### config.mk
export PLATFORM = sky130hd
export DESIGN_NAME = kb_uart_bridge_flat
export DESIGN_NICKNAME = d
export VERILOG_FILES = /design/src/rtl/kb_uart_pkg.sv /design/src/rtl/kb_uart_bridge_if.sv /design/src/rtl/sync_fifo.sv /design/src/rtl/kb_uart_bridge.sv /design/src/flat_wrapper.sv
export SDC_FILE = /design/constraint.sdc
export NUM_CORES = 1
export LEC_CHECK = 0
export CAP_MARGIN = 5
export CORE_UTILIZATION = 40
export DETAILED_ROUTE_END_ITERATION = 7
export DONT_BUFFER_PORTS = 1
export RECOVER_POWER = 50
export SYNTH_ARGS = -nofsm -noshare
export SYNTH_HDL_FRONTEND = slang
export SYNTH_SLANG_ARGS = --single-unit
### constraint.sdc
create_clock -name i_clk -period 4.48 [get_ports i_clk]
set_input_delay 0.672 -clock i_clk [delete_from_list [all_inputs] [get_ports i_clk]]
set_output_delay 0.672 -clock i_clk [all_outputs]
set_load 0.005 [all_outputs]
### src/rtl/kb_uart_pkg.sv
// Package shared by the keyboard/UART bridge files.
// Holds the TX/RX state encodings, the data width of a UART frame, the mask that
// identifies LED-command bytes, and a parity helper.
// Optional feature macro: KB_UART_PARITY_EN adds the PARITY state (even parity).
package kb_uart_pkg;

    localparam int         DATA_BITS    = 8;
    localparam logic [7:0] LED_CMD_MASK = 8'hF8;

    localparam logic [2:0] IDLE   = 3'd0;
    localparam logic [2:0] START  = 3'd1;
    localparam logic [2:0] DATA   = 3'd2;
    localparam logic [2:0] PARITY = 3'd3;
    localparam logic [2:0] STOP   = 3'd4;

    // Shared by the TX and RX state machines; also exported on debug ports.
    typedef enum logic [2:0] {
        S_IDLE   = IDLE,
        S_START  = START,
        S_DATA   = DATA,
`ifdef KB_UART_PARITY_EN
        S_PARITY = PARITY,
`endif
        S_STOP   = STOP
    } uart_state_t;

    // Even parity: the parity bit makes the total count of ones even.
    function automatic logic even_parity(input logic [7:0] b);
        return ^b;
    endfunction

endpackage

### src/rtl/kb_uart_bridge_if.sv
// Keyboard-side channel of the bridge.
//   i_keycode    keycode from kb_interface
//   i_key_valid  keycode qualifier
//   o_led_status LED state back to kb_interface {caps,num,scroll}
// Handshake: i_key_valid is a one-cycle strobe with no ready/backpressure; in the
// cycle it is high i_keycode is valid and the bridge either queues it or drops it
// (a drop is reported on the overflow flag). o_led_status is a level, not a transfer.
interface kb_uart_bridge_if;
    logic [7:0] i_keycode;
    logic       i_key_valid;
    logic [2:0] o_led_status;

    // master: kb_interface side; slave: the bridge
    modport master (output i_keycode, output i_key_valid, input  o_led_status);
    modport slave  (input  i_keycode, input  i_key_valid, output o_led_status);
endinterface

### src/rtl/sync_fifo.sv
// Synchronous FIFO with occupancy level.
//   clk, rst  clock and synchronous active-high reset
//   push      write request; accepted when not full, or when full and a pop
//             happens in the same cycle
//   pop       read request; ignored while empty
//   wdata     write data
//   rdata     head-of-queue data (valid while !empty)
//   full      level == depth
//   empty     level == 0
//   level     occupancy, ADDR_W+1 bits so a full FIFO is representable
module sync_fifo #(
    parameter int WIDTH  = 8,
    parameter int ADDR_W = 4
) (
    input  logic              clk,
    input  logic              rst,
    input  logic              push,
    input  logic              pop,
    input  logic [WIDTH-1:0]  wdata,
    output logic [WIDTH-1:0]  rdata,
    output logic              full,
    output logic              empty,
    output logic [ADDR_W:0]   level
);

    localparam int              DEPTH    = 1 << ADDR_W;
    localparam logic [ADDR_W:0] FULL_LVL = (ADDR_W+1)'(DEPTH);

    logic [WIDTH-1:0]  mem [DEPTH];
    logic [ADDR_W-1:0] wr_ptr;
    logic [ADDR_W-1:0] rd_ptr;
    logic [ADDR_W:0]   level_q;
    logic              do_push;
    logic              do_pop;

    assign full  = (level_q == FULL_LVL);
    assign empty = (level_q == '0);
    assign level = level_q;
    assign rdata = mem[rd_ptr];

    // A pop in the same cycle frees the slot a push into a full FIFO needs.
    assign do_pop  = pop && !empty;
    assign do_push = push && (!full || do_pop);

    always_ff @(posedge clk) begin
        if (rst) begin
            wr_ptr  <= '0;
            rd_ptr  <= '0;
            level_q <= '0;
        end else begin
            // Pointers are ADDR_W bits wide, so they wrap modulo depth.
            if (do_push) wr_ptr <= wr_ptr + ADDR_W'(1);
            if (do_pop)  rd_ptr <= rd_ptr + ADDR_W'(1);
            case ({do_push, do_pop})
                2'b10:   level_q <= level_q + (ADDR_W+1)'(1);
                2'b01:   level_q <= level_q - (ADDR_W+1)'(1);
                default: level_q <= level_q;
            endcase
        end
    end

    // Storage needs no reset; only the pointers define what is valid.
    always_ff @(posedge clk) begin
        if (do_push) mem[wr_ptr] <= wdata;
    end

endmodule

### src/rtl/kb_uart_bridge.sv
// Buffered bridge between the PS/2 keyboard interface and the host UART link.
// Keycodes are queued in a FIFO and serialised LSB first at CLKS_PER_BIT clocks
// per bit; bytes from the host whose top five bits are zero set the LED status.
// Optional feature macro: KB_UART_PARITY_EN -> even parity bit on TX and RX
// (11-bit frames); undefined -> 8N1.
// Ports:
//   i_clk, i_rst   clock, synchronous active-high reset
//   kb             keyboard channel (keycode strobe in, LED status out)
//   i_TXD          UART line from host, asynchronous, idle high
//   o_RXD          UART line to host, idle high
//   o_fifo_level   FIFO occupancy
//   o_overflow     sticky: a keycode was dropped because the FIFO was full
//   o_frame_err    one-cycle pulse: a received frame was discarded
//   o_tx_state     TX FSM state (debug)
//   o_rx_state     RX FSM state (debug)
module kb_uart_bridge
    import kb_uart_pkg::*;
#(
    parameter int         CLKS_PER_BIT = 868,
    parameter int         FIFO_ADDR_W  = 4,
    parameter logic [2:0] LED_RESET    = 3'b000
) (
    input  logic                 i_clk,
    input  logic                 i_rst,
    kb_uart_bridge_if.slave      kb,
    input  logic                 i_TXD,
    output logic                 o_RXD,
    output logic [FIFO_ADDR_W:0] o_fifo_level,
    output logic                 o_overflow,
    output logic                 o_frame_err,
    output uart_state_t          o_tx_state,
    output uart_state_t          o_rx_state
);

    localparam int          CW        = $clog2(CLKS_PER_BIT);
    localparam logic [CW-1:0] BIT_LAST  = CW'(CLKS_PER_BIT - 1);
    localparam logic [CW-1:0] HALF_LAST = CW'(CLKS_PER_BIT / 2 - 1);
    localparam logic [2:0]    IDX_LAST  = 3'(DATA_BITS - 1);

    // ------------------------------------------------------------ FIFO
    logic [7:0] fifo_rdata;
    logic       fifo_full;
    logic       fifo_empty;
    logic       fifo_pop;
    logic       overflow_q;

    sync_fifo #(.WIDTH(8), .ADDR_W(FIFO_ADDR_W)) u_fifo (
        .clk   (i_clk),
        .rst   (i_rst),
        .push  (kb.i_key_valid),
        .pop   (fifo_pop),
        .wdata (kb.i_keycode),
        .rdata (fifo_rdata),
        .full  (fifo_full),
        .empty (fifo_empty),
        .level (o_fifo_level)
    );

    always_ff @(posedge i_clk) begin
        if (i_rst)
            overflow_q <= 1'b0;
        else if (kb.i_key_valid && fifo_full && !fifo_pop)
            overflow_q <= 1'b1;
    end
    assign o_overflow = overflow_q;

    // ------------------------------------------------------------ TX
    uart_state_t   tx_state, tx_state_n;
    logic [CW-1:0] tx_cnt,   tx_cnt_n;
    logic [2:0]    tx_idx,   tx_idx_n;
    logic [7:0]    tx_shift, tx_shift_n;
    logic          tx_line,  tx_line_n;
    logic          tx_load;
`ifdef KB_UART_PARITY_EN
    logic          tx_par,   tx_par_n;
`endif

    always_ff @(posedge i_clk) begin
        if (i_rst) begin
            tx_state <= S_IDLE;
            tx_cnt   <= '0;
            tx_idx   <= '0;
            tx_shift <= '0;
            tx_line  <= 1'b1;
`ifdef KB_UART_PARITY_EN
            tx_par   <= 1'b0;
`endif
        end else begin
            tx_state <= tx_state_n;
            tx_cnt   <= tx_cnt_n;
            tx_idx   <= tx_idx_n;
            tx_shift <= tx_shift_n;
            tx_line  <= tx_line_n;
`ifdef KB_UART_PARITY_EN
            tx_par   <= tx_par_n;
`endif
        end
    end

    // tx_line is registered and already holds the value of the bit being sent;
    // each transition loads the level of the next bit.
    always_comb begin
        tx_state_n = tx_state;
        tx_cnt_n   = tx_cnt;
        tx_idx_n   = tx_idx;
        tx_shift_n = tx_shift;
        tx_line_n  = tx_line;
`ifdef KB_UART_PARITY_EN
        tx_par_n   = tx_par;
`endif
        tx_load    = 1'b0;
        fifo_pop   = 1'b0;
        case (tx_state)
            S_IDLE: begin
                tx_line_n = 1'b1;
                tx_load   = !fifo_empty;
            end
            S_START: begin
                if (tx_cnt == '0) begin
                    tx_state_n = S_DATA;
                    tx_cnt_n   = BIT_LAST;
                    tx_idx_n   = '0;
                    tx_line_n  = tx_shift[0];
                end else begin
                    tx_cnt_n = tx_cnt - CW'(1);
                end
            end
            S_DATA: begin
                if (tx_cnt == '0) begin
                    tx_cnt_n = BIT_LAST;
                    if (tx_idx == IDX_LAST) begin
`ifdef KB_UART_PARITY_EN
                        tx_state_n = S_PARITY;
                        tx_line_n  = tx_par;
`else
                        tx_state_n = S_STOP;
                        tx_line_n  = 1'b1;
`endif
                    end else begin
                        tx_idx_n   = tx_idx + 3'd1;
                        tx_shift_n = tx_shift >> 1;
                        tx_line_n  = tx_shift[1];
                    end
                end else begin
                    tx_cnt_n = tx_cnt - CW'(1);
                end
            end
`ifdef KB_UART_PARITY_EN
            S_PARITY: begin
                if (tx_cnt == '0) begin
                    tx_state_n = S_STOP;
                    tx_cnt_n   = BIT_LAST;
                    tx_line_n  = 1'b1;
                end else begin
                    tx_cnt_n = tx_cnt - CW'(1);
                end
            end
`endif
            S_STOP: begin
                if (tx_cnt == '0) begin
                    tx_state_n = S_IDLE;
                    tx_line_n  = 1'b1;
                    // Chain straight into the next frame: no idle gap.
                    tx_load    = !fifo_empty;
                end else begin
                    tx_cnt_n = tx_cnt - CW'(1);
                end
            end
            default: begin
                tx_state_n = S_IDLE;
                tx_line_n  = 1'b1;
            end
        endcase

        if (tx_load) begin
            fifo_pop   = 1'b1;
            tx_state_n = S_START;
            tx_cnt_n   = BIT_LAST;
            tx_shift_n = fifo_rdata;
            tx_line_n  = 1'b0;
`ifdef KB_UART_PARITY_EN
            tx_par_n   = even_parity(fifo_rdata);
`endif
        end
    end

    assign o_RXD      = tx_line;
    assign o_tx_state = tx_state;

    // ------------------------------------------------------------ RX
    logic          rx_meta, rx_sync, rx_prev;
    uart_state_t   rx_state, rx_state_n;
    logic [CW-1:0] rx_cnt,   rx_cnt_n;
    logic [2:0]    rx_idx,   rx_idx_n;
    logic [7:0]    rx_shift, rx_shift_n;
    logic          rx_done_q, rx_done_n;
    logic [7:0]    rx_byte_q, rx_byte_n;
    logic          frame_err_q, frame_err_n;
    logic [2:0]    led_q;
    logic          rx_par_ok;
`ifdef KB_UART_PARITY_EN
    logic          rx_par,   rx_par_n;
    assign rx_par_ok = (even_parity(rx_shift) == rx_par);
`else
    assign rx_par_ok = 1'b1;
`endif

    // Synchroniser flops reset to the idle (high) line level so no false
    // start edge is seen when reset releases.
    always_ff @(posedge i_clk) begin
        if (i_rst) begin
            rx_meta <= 1'b1;
            rx_sync <= 1'b1;
            rx_prev <= 1'b1;
        end else begin
            rx_meta <= i_TXD;
            rx_sync <= rx_meta;
            rx_prev <= rx_sync;
        end
    end

    always_ff @(posedge i_clk) begin
        if (i_rst) begin
            rx_state    <= S_IDLE;
            rx_cnt      <= '0;
            rx_idx      <= '0;
            rx_shift    <= '0;
            rx_done_q   <= 1'b0;
            rx_byte_q   <= '0;
            frame_err_q <= 1'b0;
            led_q       <= LED_RESET;
`ifdef KB_UART_PARITY_EN
            rx_par      <= 1'b0;
`endif
        end else begin
            rx_state    <= rx_state_n;
            rx_cnt      <= rx_cnt_n;
            rx_idx      <= rx_idx_n;
            rx_shift    <= rx_shift_n;
            rx_done_q   <= rx_done_n;
            rx_byte_q   <= rx_byte_n;
            frame_err_q <= frame_err_n;
`ifdef KB_UART_PARITY_EN
            rx_par      <= rx_par_n;
`endif
            // Bytes with any of bits [7:3] set are not LED commands.
            if (rx_done_q && ((rx_byte_q & LED_CMD_MASK) == 8'h00))
                led_q <= rx_byte_q[2:0];
        end
    end

    always_comb begin
        rx_state_n  = rx_state;
        rx_cnt_n    = rx_cnt;
        rx_idx_n    = rx_idx;
        rx_shift_n  = rx_shift;
        rx_byte_n   = rx_byte_q;
        rx_done_n   = 1'b0;
        frame_err_n = 1'b0;
`ifdef KB_UART_PARITY_EN
        rx_par_n    = rx_par;
`endif
        case (rx_state)
            S_IDLE: begin
                if (rx_prev && !rx_sync) begin
                    rx_state_n = S_START;
                    rx_cnt_n   = HALF_LAST;
                end
            end
            S_START: begin
                if (rx_cnt == '0) begin
                    // Line back high at mid start bit: a glitch, drop silently.
                    if (rx_sync) begin
                        rx_state_n = S_IDLE;
                    end else begin
                        rx_state_n = S_DATA;
                        rx_cnt_n   = BIT_LAST;
                        rx_idx_n   = '0;
                    end
                end else begin
                    rx_cnt_n = rx_cnt - CW'(1);
                end
            end
            S_DATA: begin
                if (rx_cnt == '0) begin
                    rx_shift_n = {rx_sync, rx_shift[7:1]};
                    rx_cnt_n   = BIT_LAST;
                    if (rx_idx == IDX_LAST) begin
`ifdef KB_UART_PARITY_EN
                        rx_state_n = S_PARITY;
`else
                        rx_state_n = S_STOP;
`endif
                    end else begin
                        rx_idx_n = rx_idx + 3'd1;
                    end
                end else begin
                    rx_cnt_n = rx_cnt - CW'(1);
                end
            end
`ifdef KB_UART_PARITY_EN
            S_PARITY: begin
                if (rx_cnt == '0) begin
                    rx_par_n   = rx_sync;
                    rx_state_n = S_STOP;
                    rx_cnt_n   = BIT_LAST;
                end else begin
                    rx_cnt_n = rx_cnt - CW'(1);
                end
            end
`endif
            S_STOP: begin
                if (rx_cnt == '0) begin
                    // Back to IDLE at mid stop bit so an immediately following
                    // start edge is caught.
                    rx_state_n = S_IDLE;
                    if (rx_sync && rx_par_ok) begin
                        rx_done_n = 1'b1;
                        rx_byte_n = rx_shift;
                    end else begin
                        frame_err_n = 1'b1;
                    end
                end else begin
                    rx_cnt_n = rx_cnt - CW'(1);
                end
            end
            default: rx_state_n = S_IDLE;
        endcase
    end

    assign kb.o_led_status = led_q;
    assign o_frame_err     = frame_err_q;
    assign o_rx_state      = rx_state;

endmodule
### src/flat_wrapper.sv
// flat-port wrapper written by rule: the top's interface ports become plain ports
module kb_uart_bridge_flat import kb_uart_pkg::*;
#(
    parameter int         CLKS_PER_BIT = 868,
    parameter int         FIFO_ADDR_W  = 4,
    parameter logic [2:0] LED_RESET    = 3'b000
)
  (i_clk, i_rst, i_TXD, o_RXD, o_fifo_level, o_overflow, o_frame_err, o_tx_state, o_rx_state, kb_i_keycode, kb_i_key_valid, kb_o_led_status);
  kb_uart_bridge_if kb_i ();
  input  logic i_clk;
  input  logic i_rst;
  input  logic i_TXD;
  output logic o_RXD;
  output logic [FIFO_ADDR_W:0] o_fifo_level;
  output logic o_overflow;
  output logic o_frame_err;
  output uart_state_t o_tx_state;
  output uart_state_t o_rx_state;
  input wire logic [$bits(kb_i.i_keycode)-1:0] kb_i_keycode;
  input wire logic [$bits(kb_i.i_key_valid)-1:0] kb_i_key_valid;
  output wire logic [$bits(kb_i.o_led_status)-1:0] kb_o_led_status;
  assign kb_i.i_keycode = kb_i_keycode;
  assign kb_i.i_key_valid = kb_i_key_valid;
  assign kb_o_led_status = kb_i.o_led_status;
  kb_uart_bridge #(.CLKS_PER_BIT(CLKS_PER_BIT), .FIFO_ADDR_W(FIFO_ADDR_W), .LED_RESET(LED_RESET)) u_core (.i_clk(i_clk), .i_rst(i_rst), .kb(kb_i), .i_TXD(i_TXD), .o_RXD(o_RXD), .o_fifo_level(o_fifo_level), .o_overflow(o_overflow), .o_frame_err(o_frame_err), .o_tx_state(o_tx_state), .o_rx_state(o_rx_state));
endmodule
[Yosys cells after proc, flatten, opt, wreduce, memory -nomap -nowiden]
Memories as Yosys holds them, arrays and structs flattened. A register that Yosys moved wholly into a read port is not among the register bits.
Cells that the tools add are included.
Word-level totals
  register bits after elaboration: 79
  bits in writable memories: 128
  bits of input ports: 12
  memories kept: 1
  output and inout port bits: 17
  logic and storage cells: 158
Operators by class
  muxes and demuxes: 51
  reduce and logical (&&, ||, !) cells: 40
  bitwise logic cells: 3
  add/sub/neg operators: 8
  equality and inequality tests: 33
Memory list
  u_core.u_fifo.mem: depth 16, width 8, rd ports 1, clocked after memory_dff 1, wr ports 1, RTL line sync_fifo.sv:29  | logic [WIDTH-1:0] mem [DEPTH];
Operator list (number)
  $mux 10: 8
  $mux 3: 15
  $pmux 10 s4: 1
  $mux 8: 4
  $pmux 3 s4: 2
  $ne 2x1->1 const B: 11
  $logic_not 10->1: 2
  $pmux 10 s2: 1
  $reduce_and 5->1: 4
  $sub 10x1->10 const B: 2
  $eq 3x3->1 const B: 4
  $mux 1: 12
  $ne 3x1->1 const B: 4
  $pmux 3 s2: 2
  $reduce_bool 2->1: 6
  $ne 2x2->1 const B: 5
  $pmux 5 s2: 1
  $reduce_and 3->1: 3
  $add 4x1->4 const B: 2
  $logic_not 8->1: 1
  $mux 4: 2
  $reduce_and 4->1: 2
  $add 3x1->3 const B: 2
  $eq 3x1->1 const B: 2
  other kinds (22): 37

[Logic depth before layout (Yosys ltp)]
Gate-level depths: netlist of the first run.
  depth in word-level cells: 10
  mapped depth: 12
  gate-level depth less buffers: 12

[Modules after synthesis]
Synthesis of the first run repeated with hierarchy kept, for this count alone.
Second synthesis, totals
  cells, all modules: 699
  area, all modules: 9098.7 um^2
Modules (own cells, without submodules)
  sync_fifo: seq. area each 4184.0 um^2, area each 5844.4 um^2, times used 1, cells an instance 327
  kb_uart_bridge: seq. area each 1321.3 um^2, area each 3254.4 um^2, times used 1, cells an instance 372

[Worst setup path after synthesis of the first run]
OpenSTA, ideal clock, no wires.
  path type: register to register
  start: register u_core.tx_cnt[0]
  end: register u_core.u_fifo.level_q[4] (netlist: u_core.u_fifo.level[4])
  setup slack: 1.541 ns
  library setup time: 0.129 ns
  stages on the path, launching flop included: 12
  data arrival time: 2.811 ns
  data required time: 4.351 ns
  path buffers: 0
  period minus slack after synthesis: 2.939 ns
  cell sequence: dfxtp_1 > inv_1 > ha_1 > or4b_1 > o31ai_4 > nand3_2 > xnor2_1 > ha_1 > o31a_1 > o41a_1 > a221oi_1 > a211oi_1
Between the ends
  cells in the longest elaborated chain, start to end: 9
  elaborated cells on any way between the ends: 11
  those cells by class: 2 x eq/ne; 4 x mux; 5 x reduce/logical
Ends and longest elaborated chain
  start: declaration: RTL line kb_uart_bridge.sv:69  | logic [CW-1:0] tx_cnt, tx_cnt_n;
  start signal: assignment: RTL line kb_uart_bridge.sv:90  | tx_cnt <= tx_cnt_n;
  $logic_not 10->1 (*): RTL line kb_uart_bridge.sv:160  | if (tx_cnt == '0) begin
  $mux 1 (*): RTL line kb_uart_bridge.sv:160
  $pmux 1 s2 (*): RTL line kb_uart_bridge.sv:113  | case (tx_state)
  $mux 1 (*): RTL line kb_uart_bridge.sv:175  | if (tx_load) begin
  $logic_and 1x1->1 (*): RTL line sync_fifo.sv:42  | assign do_pop = pop && !empty;
  $logic_or 1x1->1: RTL line sync_fifo.sv:43  | assign do_push = push && (!full || do_pop);
  $logic_and 1x1->1: RTL line sync_fifo.sv:43
  $eq 2x1->1 / $eq 2x2->1 (equally long branches): RTL line sync_fifo.sv:54  | case ({do_push, do_pop})
  $pmux 5 s2 / $reduce_bool 2->1 (equally long branches)
  end signal: assignment: RTL line sync_fifo.sv:55  | 2'b10: level_q <= level_q + (ADDR_W+1)'(1);
  end signal: assignment: RTL line sync_fifo.sv:56  | 2'b01: level_q <= level_q - (ADDR_W+1)'(1);
  end signal: assignment: RTL line sync_fifo.sv:57  | default: level_q <= level_q;
  end: declaration: RTL line sync_fifo.sv:32  | logic [ADDR_W:0] level_q;
Mark *: on every way between the ends. The rest lies on a longest branch, timed or not.
A chain may end at the register's enable or synchronous reset.

[Worst setup path in the final report of the first run]
Same ends and word-level chain as after synthesis.

==> metrics, run 1 <==
DRC viols=4; synth warn=0; placed cells=944; first-pass GRT wire length=30.1 mm; CP endpoint kind=flop; total vias in the final route=5702; pwr dens=556 mW/mm2; post-CTS sizing=0; Worst R2R Path Depth=12; Finished Cell Area=0.0100 mm2; reg2reg start=u_core.tx_cnt[0]; worst path arrival time=3650 ps; starting density of the core=0.412; hold_buf cts=0; GR Overflow Total=0; setup bufs post-CTS=0; n_diodes=0; Layout Cells excl Fill=985; RSZ-0062 raised after global routing=no; critical setup path kind=reg -> reg; min-delay worst type=in -> reg; fraction of registers with async set/reset=0; HPWL after detailed placement=12.2 mm; drt wl/cell=19.0 um; area of the mapped netlist=0.00908 mm2; fin util=0.454; Post-synth EDFFs=128; Hold EP=u_core.u_fifo.level[1]; die height=153 um; CTS clk-pin slew, worst paths=50 ps; post-route ant nets=0; Slew @ Worst Pin=1020 ps; Max VDD drop=0.321 mV; Sink Count=211; die area=0.0233 mm2; initial antenna violation count=0; syn_nets=724; crit-path most repeated cell=ha_1; Cell Area, Placed=0.00932 mm2; Final Power=5.56 mW; CTS Buffer Depth=3; fmax=306 MHz; I/O pin count=29; Tmin final=3270 ps; CP Max Fanout=19; GP Congestion=0.861; CP Launch Type=flop; H-tree levels=1; peak per-stage delay on the critical path=530 ps; vias in the first global route=5559; Root Buffer=clkbuf_16; DIE WIDTH=153 um; final hold violations=0; reg2reg setup slack=1210 ps; share of layout cells above drive strength 1=0.130; Post-Route Skew=13.6 ps; router iterations before antenna repair=7; core area=0.0220 mm2; # rows=54; Tcrit/Tclk final=0.730; initial drt markers=410; Total Routed Length=18.7 mm; failing checks=design-rule violations; Slew Limit Headroom=0.320; Seq/Total Area, Yosys=0.606; status=finished with violations; area grow syn2layout=10.1%; post-synth cell types=68; Pleak=3.33 nW; synthesized netlist cell count=699; CTS tree=done; R2R Path End=u_core.u_fifo.level[4]; Top FF cell, synth=edfxtp_1; nets@finish=715; critical path required time=4860 ps; max-slew violation count=0; IO buf count=0; Slowest-stage cell, CP=or4b_1; cell breakdown of the critical path=inv_1, ha_1, or4b_1, o31ai_4, buf_4, nand3_2, xnor2_1, ha_1, o31a_1, o41a_1, a221oi_1, a211oi_1; setup TNS=0 ps; Hold Crit Depth=1; clk_lat worst skew=510 ps; largest net degree at the start of global routing=82; final setup violation count=0; total CTS buffers=24; Total GRT Usage=0.161; FF+latch count, synth=211; max_cap viols=0; Hold Startpoint=i_rst; synthesized area per cell=13.0 um2; vias per inst=5.79
## layout make-up
class                           instances  area [um2]
Fill cell                            1972       12000
Sequential cell                       211        5510
Multi-Input combinational cell        422        3320
Clock buffer                           32         652
Tap cell                              280         350
Inverter                               25        93.8
Clock inverter                          9        42.5
Timing Repair Buffer                    6        37.5
## through the flow
stage          hold WS (ps)  worst slack, ps
2_1_floorplan           389             1540
3_5_place_dp            394             1260
3_3_place_gp            400             1410
6_report                240             1210
4_1_cts                 216             1230
5_1_grt                 223              973
## worst max-delay path, delay by kind of cell, from the launching register on
family	cells	cell delay [ps]
flip-flops	1	320
AND/OR/NAND/NOR	2	700
adder cells (fa/ha/maj)	2	470
AO/OA/AOI/OAI	5	1130
XOR/XNOR	1	170
buffers and inverters	2	360
## cell families after synthesis
| family | share of synthesized area |
|---|---|
| XOR/XNOR | 0.0106 |
| multiplexers | 0.108 |
| flip-flops | 0.606 |
| AND/OR/NAND/NOR | 0.123 |
| adder cells (fa/ha/maj) | 0.0179 |
| AO/OA/AOI/OAI | 0.106 |
| buffers and inverters | 0.0285 |
## layer usage
metal,part of all wire,GRT usage
met4,0.017,0.0414
met2,0.47,0.265
met5,0,0
met1,0.46,0.222
met3,0.052,0.0279
## cell usage in the layout, fill, tap and decap left out, types with 10 or more instances in the layout
cell type / synthesis / final
a21oi_1: 49 / 49
a221oi_1: 10 / 10
and3_1: 16 / 16
clkbuf_16: 0 / 25
dfxtp_1: 83 / 82
edfxtp_1: 128 / 128
ha_1: 13 / 13
inv_1: 23 / 23
mux4_2: 39 / 39
nand2_1: 36 / 36
nand2b_1: 11 / 11
nand3_1: 25 / 25
nor2_1: 37 / 37
nor2b_1: 11 / 11
nor3_1: 21 / 21
o21ai_0: 10 / 10
## registers in the layout, summed over array words and instances (netlist names), 4 cells and up, named ones only
signal / count
u_core.rx_byte_q: 8
u_core.rx_cnt: 10
u_core.rx_shift: 8
u_core.tx_cnt: 10
u_core.tx_shift: 8
u_core.u_fifo.level: 5
u_core.u_fifo.mem: 128
u_core.u_fifo.rd_ptr: 4
u_core.u_fifo.wr_ptr: 4
## cells in the mapped netlist, types with 3 or more instances
| cell | n | area, um2 |
|---|---|---|
| edfxtp_1 | 128 | 3840 |
| dfxtp_1 | 83 | 1660 |
| a21oi_1 | 49 | 245 |
| mux4_2 | 39 | 878 |
| nor2_1 | 37 | 139 |
| nand2_1 | 36 | 135 |
| clkbuf_1 | 30 | 113 |
| nand3_1 | 25 | 125 |
| inv_1 | 23 | 86.3 |
| nor3_1 | 21 | 105 |
| and3_1 | 16 | 100 |
| ha_1 | 13 | 163 |
| nand2b_1 | 11 | 68.8 |
| nor2b_1 | 11 | 68.8 |
| a221oi_1 | 10 | 87.6 |
| o21ai_0 | 10 | 50.1 |
| a211oi_1 | 9 | 67.6 |
| buf_2 | 9 | 45.0 |
| mux2i_1 | 9 | 90.1 |
| nor4_1 | 8 | 50.1 |
| o21a_1 | 7 | 52.6 |
| or2_2 | 7 | 43.8 |
| xor2_1 | 7 | 61.3 |
| a22oi_1 | 6 | 45.0 |
| a31oi_1 | 6 | 37.5 |
| nor3b_1 | 6 | 45.0 |
| o21ai_1 | 6 | 30.0 |
| or3_1 | 5 | 31.3 |
| or4_1 | 5 | 37.5 |
| and2_1 | 4 | 25.0 |
| nand3b_1 | 4 | 30.0 |
| o31ai_1 | 4 | 30.0 |
| xnor2_1 | 4 | 35.0 |
| a21o_1 | 3 | 22.5 |
| o22ai_1 | 3 | 18.8 |
| o32a_1 | 3 | 30.0 |
## power breakdown
group          internal, mW  switching, mW  total [mW]
registers              2.20          0.197        2.40
clock network          1.01          0.733        1.75
logic                 0.632          0.782        1.41
total                  3.85           1.71        5.56
## worst max-delay path by stage
stage | start | to | slack, ps | depth (start not counted)
after floorplan | u_core.tx_cnt[0] | u_core.u_fifo.level[4] | 1540 | 11
after CTS | u_core.tx_cnt[0] | u_core.u_fifo.level[4] | 1230 | 12
after global routing | u_core.tx_cnt[0] | u_core.u_fifo.mem[5][1] | 970 | 7
after detailed placement | u_core.tx_cnt[0] | u_core.u_fifo.level[4] | 1260 | 12
final | u_core.tx_cnt[0] | u_core.u_fifo.level[4] | 1210 | 12
after global placement | u_core.tx_cnt[0] | u_core.u_fifo.level[4] | 1410 | 12
Note: power is estimated with default switching activity, not from simulation.
==> run 2, diff against run 1 <==
==> constraint.sdc (replaced) <==
create_clock -name i_clk -period 3 [get_ports i_clk]
set_input_delay 0.45 -clock i_clk [delete_from_list [all_inputs] [get_ports i_clk]]
set_output_delay 0.45 -clock i_clk [all_outputs]
set_load 0.005 [all_outputs]
==> run 2 against run 1 <==
The run still ends with design-rule violations left. Critical path depth fell by 1. Design area grew 3.2%. Sequential cell count did not move. Count of clock-buffer cells in the layout shrank 1. Non-clock buffer count grew 24. Sequential power increased by 45%. Worst setup slack worse by 1000 ps. Final cell count grew 2.5%. Die area did not move. Clock power is 62% higher.
==> metrics, run 2 (synthesis gave the netlist of run 1 again) <==
DRC viols=4 (unchanged); nets@finish=738 (+3.2%); Fillers=1910 (-3.1%); fmax=355 MHz (+16%); CTS clk-pin slew, worst paths=60 ps (about the same); failing checks=design-rule violations; reg2reg start=u_core.tx_cnt[0]; setup bufs post-CTS=0 (unchanged); die height=153 um (unchanged); final setup violation count=0 (unchanged); Root Buffer=clkbuf_16; largest net degree at the start of global routing=80 (-2.4%); critical path required time=3380 ps (-1480 ps); Most flops, register=u_core.u_fifo.mem; Hold Startpoint=i_rst; area grow syn2layout=13.6%; drt wl/cell=19.1 um (+0.43%); Final Power=8.72 mW (+57%); initial antenna violation count=0 (unchanged); IO buf count=0 (unchanged); reg2reg setup slack=180 ps (-1030 ps); GP Congestion=0.823 (-4.4%); RSZ-0062 raised after global routing=no; critical setup path kind=reg -> reg; worst path arrival time=3200 ps (-450 ps); initial drt markers=373 (-9.0%); CP Launch Type=flop; core area=0.0220 mm2 (unchanged); Max VDD drop=0.362 mV (+13%); cell breakdown of the critical path=inv_2, ha_4, or4b_4, o31ai_4, nand3_4, xnor2_1, ha_1, o31a_1, o41a_1, a221oi_2, a211oi_1; HPWL after detailed placement=12.3 mm (+0.92%); starting density of the core=0.412 (unchanged); Worst R2R Path Depth=11 (-1); CP endpoint kind=flop; CTS tree=done; Sink Count=211 (unchanged); # rows=54 (unchanged); n_diodes=0 (unchanged); beginning of the critical path=u_core.tx_cnt[0]; H-tree levels=1 (unchanged); status=finished with violations; Slew Limit Headroom=0.303 (-0.0167); clk_lat worst skew=500 ps (about the same); R2R Path End=u_core.u_fifo.level[4]; setup TNS=0 ps (unchanged); I/O pin count=29 (unchanged); max reg flops=128 (unchanged); crit-path leading delay family=compound AO/OA/AOI/OAI gates; CP Buf/Inv Count=1 (-1); most frequent cells in the layout=edfxtp_1, dfxtp_1, a21oi_1; min-delay worst type=in -> reg; Slew @ Worst Pin=1050 ps (+25.1 ps); Tmin final=2820 ps (-453 ps); post-route ant nets=0 (unchanged); router iterations before antenna repair=7 (unchanged); final hold violations=0 (unchanged); GR Overflow Total=0 (unchanged); Total GRT Usage=0.167 (+0.00534); Post-Route Skew=12.6 ps (-1.03 ps); max-slew violation count=0 (unchanged); vias per inst=5.74 (-0.80%); CP Max Fanout=5 (-14); Total Routed Length=19.3 mm (+3.0%); Tcrit/Tclk final=0.940 (+0.209); total vias in the final route=5800 (+1.7%); Hold Crit Depth=1 (unchanged); Pleak=3.49 nW (+4.8%); Slowest-stage cell, CP=or4b_4; CTS Buffer Depth=3 (unchanged); first-pass GRT wire length=31.2 mm (+3.6%); total CTS buffers=23 (-4.2%); biggest regs=u_core.u_fifo.mem (128), u_core.rx_cnt (10), u_core.tx_cnt (10); Hold EP=u_core.u_fifo.level[3]; vias in the first global route=5778 (+3.9%); commonest non-fill, non-tap cell in the layout=edfxtp_1; die area=0.0233 mm2 (unchanged); max_cap viols=0 (unchanged); DIE WIDTH=153 um (unchanged); pwr dens=845 mW/mm2 (+52%); peak per-stage delay on the critical path=490 ps (-40 ps); share of layout cells above drive strength 1=0.164 (+0.0339)
## run 2: changes by cell type in the layout (fill, tap and decap cells not counted), sizes merged
cell | before | now
buf | 4 | 22
clkbuf | 34 | 37
inv | 24 | 25
bufinv | 0 | 3
dlygate4sd3 | 0 | 2
clkinv | 9 | 7
## run 2: worst max-delay path by stage
stage                             endpoint  slack, ps  cells after the start
global route        u_core.u_fifo.level[4]         20                     11
CTS                 u_core.u_fifo.level[4]        0.3                     11
global placement    u_core.u_fifo.level[4]        110                     11
detailed placement  u_core.u_fifo.level[4]         40                     11
floorplan           u_core.u_fifo.level[4]         60                     11
finish              u_core.u_fifo.level[4]        180                     11
## run 2: area by class of cell
class / count / area (um2) / area share
Inverter: 25 / 93.8 / 0.00909
Sequential cell: 211 / 5510 / 0.534
Clock buffer: 31 / 636 / 0.0616
Timing Repair Buffer: 30 / 245 / 0.0238
Clock inverter: 11 / 133 / 0.0129
Tap cell: 280 / 350 / 0.0340
Multi-Input combinational cell: 422 / 3350 / 0.325
## run 2: per-layer routing
metal,part of all wire,GRT usage,up-vias
li1,-,-,2721
met3,0.053,0.0287,25
met5,0,0,-
met2,0.49,0.280,157
met4,0.016,0.0409,0
met1,0.45,0.225,2897
## run 2: stage by stage
stage	cell area, um2	utilization	instances	setup WS, ps	hold WS, ps
2_1_floorplan	9080	-	699	60.6	389
3_3_place_gp	9520	0.432	966	108	400
3_5_place_dp	9520	0.432	966	44.4	407
4_1_cts	10300	0.468	1010	0.341	3.61
5_1_grt	10300	0.468	1010	16.2	0.206
6_report	10300	0.468	1010	180	24.8
## run 2: timing repair
action                                  CTS  global route
hold buffers                              2             0
gates resized for setup                   0             8
hold endpoints to repair                  3             0
endpoints found under the setup margin    0             1
## run 2: where the power goes
group / switching (mW) / internal (mW) / total [mW] / leakage, nW
clock network: 1.10 / 1.74 / 2.84 / 0.374
registers: 0.183 / 3.29 / 3.47 / 1.83
logic: 1.35 / 1.05 / 2.41 / 1.28
==> run 3, diff against run 2 <==
--- a/config.mk
+++ b/config.mk
@@ -9,7 +9,9 @@
 export CORE_UTILIZATION = 40
 export DETAILED_ROUTE_END_ITERATION = 7
 export DONT_BUFFER_PORTS = 1
+export PLACE_DENSITY = 0.62
 export RECOVER_POWER = 50
 export SYNTH_ARGS = -nofsm -noshare
 export SYNTH_HDL_FRONTEND = slang
 export SYNTH_SLANG_ARGS = --single-unit
+export TNS_END_PERCENT = 100
==> run 3 against run 2 <==
The run still ends with design-rule violations left. Clock skew grew 1.3 ps. Utilization grew 0.23 points. Die area is the same. Via count grew 1.6%. Combinational power is essentially flat. Wire length grew 1.0%. Sequential share of layout area shrank 0.26 points. Worst setup slack lost 36 ps. Register-to-register slack lost 40 ps. Critical path type unchanged. Critical endpoint unchanged. Highest routed layer unchanged.
==> metrics, run 3 (synthesis gave the netlist of run 1 again) <==
CP endpoint kind=flop; biggest regs=u_core.u_fifo.mem (128), u_core.rx_cnt (10), u_core.tx_cnt (10); Root Buffer=clkbuf_16; router iterations before antenna repair=8 (+1); peak per-stage delay on the critical path=500 ps (about the same); HPWL after detailed placement=12.2 mm (-0.96%); status=finished with violations; post-route ant nets=0 (unchanged); starting density of the core=0.412 (unchanged); I/O pin count=29 (unchanged); Slowest-stage cell, CP=or4b_4; critical path required time=3400 ps (+20 ps); combined area of the multi-input logic cells=0.00333 mm2 (-0.67%); cell breakdown of the critical path=inv_1, ha_2, or4b_4, o31ai_4, nand3_2, xnor2_1, ha_1, o31a_1, o41a_1, a221oi_2, a211oi_1; worst path arrival time=3250 ps (+50 ps); clk_lat worst skew=520 ps (+20 ps); Max VDD drop=0.543 mV (+50%); initial antenna violation count=0 (unchanged); final hold violations=0 (unchanged); register area=0.00551 mm2 (unchanged); failing checks=design-rule violations; Total GRT Usage=0.169 (+0.00184); max-slew violation count=0 (unchanged); CTS Buffer Depth=3 (unchanged); CP Launch Type=flop; area grow syn2layout=14.2%; drt wl/cell=19.0 um (-0.37%); total vias in the final route=5893 (+1.6%); final setup violation count=0 (unchanged); CTS clk-pin slew, worst paths=60 ps (about the same); max_cap viols=0 (unchanged); Sink Count=211 (unchanged); min-delay worst type=in -> reg; Tmin final=2860 ps (+35.5 ps); die height=153 um (unchanged); initial drt markers=345 (-7.5%); GP Congestion=0.848 (+3.0%); commonest non-fill, non-tap cell in the layout=edfxtp_1; share of layout cells above drive strength 1=0.167 (+0.00228); Most flops, register=u_core.u_fifo.mem; fin util=0.471 (+0.00233); IO buf count=0 (unchanged); fmax=350 MHz (-1.2%); vias in the first global route=5776 (-0.035%); H-tree levels=1 (unchanged); RSZ-0062 raised after global routing=no; critical setup path kind=reg -> reg; Fillers=1939 (+1.5%); core area=0.0220 mm2 (unchanged); total CTS buffers=24 (+4.3%); die area=0.0233 mm2 (unchanged); max reg flops=128 (unchanged); DRC viols=4 (unchanged); Slew @ Worst Pin=1100 ps (+57.9 ps); # rows=54 (unchanged); Slew Limit Headroom=0.265 (-0.0386); CP Max Fanout=5 (unchanged); GR Overflow Total=0 (unchanged); DIE WIDTH=153 um (unchanged); nets@finish=751 (+1.8%); Tcrit/Tclk final=0.952 (+0.0118); pwr dens=837 mW/mm2 (-0.95%); setup TNS=0 ps (unchanged); vias per inst=5.75 (+0.21%); Post-Route Skew=13.9 ps (+1.28 ps); largest net degree at the start of global routing=40 (-50%); Final Power=8.68 mW (-0.46%); Hold WS=21.0 ps (-3.86 ps); CP Buf/Inv Count=1 (unchanged); Total Routed Length=19.5 mm (+1.0%); n_diodes=0 (unchanged); most frequent cells in the layout=edfxtp_1, dfxtp_1, a21oi_1; Pleak=3.54 nW (+1.4%); first-pass GRT wire length=31.3 mm (+0.26%); crit-path leading delay family=compound AO/OA/AOI/OAI gates; CTS tree=done
run 3: cell count changes in the layout (fill, tap and decap cells not counted), moves of 2 or more:
cell           previous run  this run
clkinv_1                  4         6
clkbuf_8                  3         0
dlygate4sd3_1             2         6
inv_2                     3         1
inv_1                    21        23
clkinv_2                  3         6
buf_4                    19        27
run 3: path summary, 6_finish.rpt:
check                    from                       to  slack, ps  cells past startpoint
max          u_core.tx_cnt[0]   u_core.u_fifo.level[4]        140                     11
min           kb_i_keycode[3]  u_core.u_fifo.mem[5][3]         20                      0
max reg2reg  u_core.tx_cnt[0]   u_core.u_fifo.level[4]        140                     11
min reg2reg    u_core.rx_meta           u_core.rx_sync        410                      1
run 3: where the power goes:
group	internal, mW	switching (mW)
Clock	1.65	1.14
Sequential	3.29	0.204
Combinational	1.06	1.34
run 3: final cells by class:
cell class | instances | area share
clock inverters | 16 | 0.0138
repair buffers | 42 | 0.0317
multi-input cells | 422 | 0.321
flip-flops and latches | 211 | 0.531
inverters | 25 | 0.00905
well taps | 280 | 0.0338
clock buffers | 28 | 0.0594
run 3: layer usage:
layer,share of wire,GRT usage,up-vias
li1,-,-,2746
met1,0.44,0.224,2939
met2,0.48,0.278,167
met3,0.048,0.0296,41
met4,0.029,0.0587,0
met5,0,0,-
run 3: stage by stage:
stage | setup slack [ps] | std cells | cell area [um2]
floorplan | 60.6 | 699 | 9080
global placement | 118 | 971 | 9540
detailed placement | -16.4 | 971 | 9540
CTS | 24.0 | 1018 | 10300
global route | 0.298 | 1024 | 10400
finish | 145 | 1024 | 10400
run 3: worst reg2reg max path: stages, from the launching register on:
cell	delay [ps]
dfxtp_1	310
inv_1	100
ha_2	220
or4b_4	500
o31ai_4	240
nand3_2	160
xnor2_1	160
ha_1	220
o31a_1	250
o41a_1	320
a221oi_2	180
a211oi_1	100
run 3: repair_timing:
action	4_1_cts	5_1_grt
gates resized for setup	1	2
hold endpoints to repair	39	10
setup buffers	0	2
hold buffers	3	4
pin swaps	0	1
setup endpoints to repair	1	1
